===== config.mk =====
export PLATFORM = sky130hd
export DESIGN_NAME = ifu_fetch_queue
export DESIGN_NICKNAME = d
export VERILOG_FILES = /design/src/rtl/ifu_fetch_queue.sv
export SDC_FILE = /design/constraint.sdc
export NUM_CORES = 1
export LEC_CHECK = 0
export CELL_PAD_IN_SITES_DETAIL_PLACEMENT = 0
export CELL_PAD_IN_SITES_GLOBAL_PLACEMENT = 1
export CORE_ASPECT_RATIO = 0.7
export CORE_MARGIN = 8
export CORE_UTILIZATION = 50
export CTS_BUF_LIST = sky130_fd_sc_hd__clkbuf_2
export DETAILED_ROUTE_END_ITERATION = 16
export MAX_ROUTING_LAYER = met4
export PLACE_DENSITY = 0.94
export SLEW_MARGIN = 10
export SYNTH_ARGS = -nofsm -noshare
export SYNTH_HDL_FRONTEND = slang
export SYNTH_HIERARCHICAL = 1
export SYNTH_SLANG_ARGS = --single-unit

===== constraint.sdc =====
create_clock -name i_clk -period 13.1 [get_ports i_clk]
set_input_delay 3.275 -clock i_clk [delete_from_list [all_inputs] [get_ports i_clk]]
set_output_delay 3.275 -clock i_clk [all_outputs]
set_load 0.01 [all_outputs]

===== src/rtl/ifu_fetch_queue.sv =====
// In-order instruction fetch queue: issues word-aligned fetches, buffers responses
// per entry, hands them to decode in order, and drops stale responses after redirects.

module ifu_fq_entry #(
    parameter int XLEN = 32
) (
    input  logic            i_clk,
    input  logic            i_rst,
    input  logic            alloc,
    input  logic [XLEN-1:0] alloc_addr,
    input  logic            fill,
    input  logic [31:0]     fill_data,
    input  logic            free,
    input  logic            flush,
    output logic            filled,
    output logic [XLEN-1:0] addr,
    output logic [31:0]     instr
);
    always_ff @(posedge i_clk or negedge i_rst) begin
        if (!i_rst)     filled <= 1'b0;
        else if (flush) filled <= 1'b0;
        else if (fill)  filled <= 1'b1;
        else if (free)  filled <= 1'b0;
    end

    // Payload needs no reset; it is only observed while the fill flag is set.
    always_ff @(posedge i_clk) begin
        if (alloc) addr  <= alloc_addr;
        if (fill)  instr <= fill_data;
    end
endmodule

module ifu_fetch_queue #(
    parameter int              XLEN     = 32,
    parameter int              DEPTH    = 4,
    parameter logic [XLEN-1:0] RESET_PC = '0
) (
    input  logic            i_clk,
    input  logic            i_rst,
    input  logic            stall_pc,
    input  logic            pc_update_control,
    input  logic [XLEN-1:0] pc_update_val,
    output logic            imem_req_valid,
    input  logic            imem_req_ready,
    output logic [XLEN-1:0] imem_req_addr,
    input  logic            imem_rsp_valid,
    input  logic [31:0]     imem_rsp_data,
    output logic            out_valid,
    input  logic            out_ready,
    output logic [31:0]     out_instr,
    output logic [XLEN-1:0] out_pc,
    output logic [XLEN-1:0] pc,
    output logic [XLEN-1:0] prev_pc
);
    localparam int AW = $clog2(DEPTH);
    localparam int DW = $clog2(DEPTH + 1) + 1;
    localparam logic [AW:0] PTR_ONE = 1;

    logic [AW:0]   head, tail, fptr;
    logic [AW:0]   occ, unfilled;
    logic [DW-1:0] drop_cnt;
    logic          dropping, req_fire, handoff, rsp_fill, rsp_drop;

    logic [DEPTH-1:0]           filled_v;
    logic [DEPTH-1:0][XLEN-1:0] addr_v;
    logic [DEPTH-1:0][31:0]     instr_v;

    // Pointers carry an extra wrap bit so full and empty are distinguishable.
    assign occ      = tail - head;
    assign unfilled = tail - fptr;
    assign dropping = (drop_cnt != '0);

    assign imem_req_valid = i_rst && !stall_pc && !pc_update_control &&
                            ((DW'(occ) + drop_cnt) < DW'(DEPTH));
    assign imem_req_addr  = pc;
    assign req_fire       = imem_req_valid && imem_req_ready;

    assign out_valid = filled_v[head[AW-1:0]] && !pc_update_control;
    assign out_instr = instr_v[head[AW-1:0]];
    assign out_pc    = addr_v[head[AW-1:0]];
    assign handoff   = out_valid && out_ready;

    // A response belongs to the oldest stale request first; a response landing in a
    // redirect cycle retires one of the entries that would otherwise become stale.
    assign rsp_fill = imem_rsp_valid && !dropping && !pc_update_control && (unfilled != '0);
    assign rsp_drop = imem_rsp_valid && (dropping || (pc_update_control && (unfilled != '0)));

    for (genvar i = 0; i < DEPTH; i++) begin : g_ent
        ifu_fq_entry #(.XLEN(XLEN)) u_ent (
            .i_clk      (i_clk),
            .i_rst      (i_rst),
            .alloc      (req_fire && (tail[AW-1:0] == AW'(i))),
            .alloc_addr (pc),
            .fill       (rsp_fill && (fptr[AW-1:0] == AW'(i))),
            .fill_data  (imem_rsp_data),
            .free       (handoff && (head[AW-1:0] == AW'(i))),
            .flush      (pc_update_control),
            .filled     (filled_v[i]),
            .addr       (addr_v[i]),
            .instr      (instr_v[i])
        );
    end

    always_ff @(posedge i_clk or negedge i_rst) begin
        if (!i_rst) begin
            pc       <= RESET_PC;
            prev_pc  <= '0;
            head     <= '0;
            tail     <= '0;
            fptr     <= '0;
            drop_cnt <= '0;
        end else begin
            drop_cnt <= drop_cnt + (pc_update_control ? DW'(unfilled) : '0) - DW'(rsp_drop);
            if (pc_update_control) begin
                head <= '0;
                tail <= '0;
                fptr <= '0;
                pc   <= pc_update_val & ~XLEN'(3);
            end else begin
                if (req_fire) begin
                    tail <= tail + PTR_ONE;
                    pc   <= pc + XLEN'(4);
                end
                if (rsp_fill) fptr <= fptr + PTR_ONE;
                if (handoff) begin
                    head    <= head + PTR_ONE;
                    prev_pc <= out_pc;
                end
            end
        end
    end
endmodule


==> summary.txt <==
peak supply drop -> 0.05876 mV
total net switching power -> 0.5292 mW
Final WS setup -> 3.947 ns
H-Tree Depth -> 3
R2R depth -> 8
core area -> 0.02763 sq mm
global placer's final weighted congestion -> 0.7712
Clock Power Share -> 34.1%
Final Hold Violating Endpoints -> 0
Max Fanout on Critical Path -> 78
synth cell count leaders -> edfxtp_1, dfrtp_1, mux4_2, nand2_1, buf_4
# IOs -> 233
count leader, synth -> edfxtp_1
RSZ-0062 raised after global routing -> false
Crit Path Class -> in -> out
Hold Crit Class -> reg -> reg
CTS Buf Count -> 80
Worst-path clk slew -> 0.10 ns
Die Y -> 155.8 microns
Hold Buf Count CTS -> 0
Post-synth ARST share -> 23.58%
Die Area -> 0.03362 sq mm
First-pass DRT Iterations -> 5
Final Skew -> 0.09387 ns
Max Fclk -> 0.1093 GHz
pre-CTS setup slack -> 3.941 ns
crit share post-route -> 69.87%
Worst Path Required -> 9.82 ns
status -> completed
final setup fails -> 0
Sw Ratio -> 25.24%
clk root buf -> clkbuf_2
Nets -> 1139
CTS sink count -> 335
worst-skew pair later-pin latency -> 0.88 ns
Least-Margin Pin Slew -> 1.088 ns
Max Slew Vio Count -> 0
GRT overflow -> 0
vias after detailed routing -> 8036
largest net degree at the start of global routing -> 79
Post-CTS Resized -> 0
Post-DP HPWL -> 20390 microns
Int Pwr -> 1.567 mW
Syn Inst Count -> 788
Worst Setup Start Kind -> input port
post-synth top area cell -> edfxtp_1
Synth top area share -> 55.05%
EDFF count, synth -> 256
RR Startpoint -> head[1]$_DFFE_PN0P_
DR iter-0 viols -> 616
P&R area growth vs syn -> 22.85%
CTS tree -> built
drt drc -> 0
Horiz. Die Dim -> 215.7 microns
number of buffers added on ports -> 226
Detailed Route WL -> 32110 microns
Leakage -> 6.147 nW
Syn Std Cell Area -> 0.01396 sq mm
Max Cap Viol -> 0
Ys Warns -> 6
site row count -> 51
critical hold path startpoint -> prev_pc[30]$_DFFE_PN0P_
synthesized flop and latch total -> 335
element type at the critical path end -> output port
global-route wire length before repair -> 49960 microns
Comb pwr share -> 8.4%
flop2flop setup slack -> 7.57 ns
Rel. slew slack -> 27.23%
setup TNS -> 0 ns
most used flip-flop cell after synthesis -> edfxtp_1
Initial Utilization -> 50.54%
post-synthesis sequential area ratio -> 69.21%
power per cell area -> 122.2 mW/mm^2
antenna violations before repair -> 3
Post-CTS Setup Inserts -> 0
hold path cells -> 1
WL/cell -> 21.69 microns
share of cells above drive strength 1 -> 24.41%
Reg power frac -> 57.5%
reg2reg end -> g_ent[3].u_ent/addr[21]$_DFFE_PP_
DRT antenna net count -> 0
vias in the first global route -> 8675
Hold Crit Endpoint -> prev_pc[30]$_DFFE_PN0P_
Final Critical Period -> 9.153 ns
Tot GR Track Use -> 19.80%
post-synth cell types -> 54
Worst EP arrival -> 5.88 ns
vias per cell -> 5.430
synth top area cells -> edfxtp_1, dfrtp_1, mux4_2
CTS Buffer Depth -> 3
Syn Area/Cell -> 17.72 sq um
-- metrics by stage --
stage | util (%) | cells | power [mW] | hold WS (ns) | area, sq um
final | 62.08 | 1480 | 2.097 | 0.5125 | 17150
after global routing | 62.08 | 1480 | 2.200 | 0.5254 | 17150
after CTS | 62.06 | 1477 | 2.122 | 0.5130 | 17150
after detailed placement | 59.22 | 1331 | 1.407 | 0.4921 | 16360
after global placement | 59.22 | 1331 | 1.400 | 0.4863 | 16360
after floorplan | - | 799 | 1.314 | 0.4601 | 14000
-- cell families after synthesis --
kind of cell / Yosys count / share of synthesized area [%]
AO/OA/AOI/OAI: 69 / 4.122
multiplexers: 103 / 13.49
AND/OR/NAND/NOR: 128 / 4.955
adder cells (fa/ha/maj): 26 / 2.491
XOR/XNOR: 30 / 1.980
other: 1 / 0.02686
buffers and inverters: 96 / 3.719
flip-flops: 335 / 69.21
-- flip-flops by register name, summed over array words and instances (netlist names) --
signal and flops:
imem_req_addr 30, prev_pc 32, drop_cnt 4, head 3, fptr 3, g_ent.u_ent/instr 128, g_ent.u_ent/filled 4, tail 3
g_ent.u_ent/addr 128
-- routing by layer --
metal | track usage [%] | up-vias | share of wire (%)
met3 | 5.192 | 48 | 6.5
met2 | 30.23 | 304 | 48
met4 | 6.824 | 0 | 1.9
li1 | - | 3578 | -
met1 | 25.72 | 4106 | 44
met5 | - | - | 0
-- worst max-delay path by stage --
stage | end | slack [ns] | startpoint
CTS | imem_req_valid | 3.94 | pc_update_control
floorplan | imem_req_valid | 5.26 | pc_update_control
global route | imem_req_valid | 3.82 | pc_update_control
finish | imem_req_valid | 3.95 | pc_update_control
detailed placement | imem_req_valid | 3.94 | pc_update_control
global placement | imem_req_valid | 3.95 | pc_update_control
-- final cells by class --
type	instances	area, sq um
Clock inverter	13	117.6
Antenna cell	3	7.507
Fill cell	2012	10480
Inverter	25	93.84
Clock buffer	133	665.6
Tap cell	371	464.2
Timing Repair Buffer	232	2300
Sequential cell	335	9672
Multi-Input combinational cell	368	3834
-- critical path, cell delays in order --
cell and delay [ns]:
buf_2 0.10, buf_4 0.32, or4b_1 0.58, or4_1 0.82
nand2_1 0.18, clkdlybuf4s50_1 0.57
-- layout by cell type, fill, tap and decap left out, drive strengths merged, types with 9 or more instances in the layout --
master and count:
dfrtp 79, xor2 11, nand3 12, and2 13
inv 27, clkinv 9, mux4 65, ha 23
xnor2 18, mux2 32, and3 15, conb 12
clkdlybuf4s50 224, clkbuf 133, o21ai 27, nor2 9
edfxtp 256, nand2 43
-- power by group through the flow --
| stage | clock network (mW) | logic, mW | registers [mW] |
|---|---|---|---|
| after floorplan | 0 | 0.0942 | 1.22 |
| after global placement | 0 | 0.174 | 1.23 |
| after detailed placement | 0 | 0.178 | 1.23 |
| after CTS | 0.738 | 0.179 | 1.21 |
| after global routing | 0.793 | 0.197 | 1.21 |
| final | 0.714 | 0.177 | 1.21 |
No activity file was read; power rests on OpenSTA's default activity.
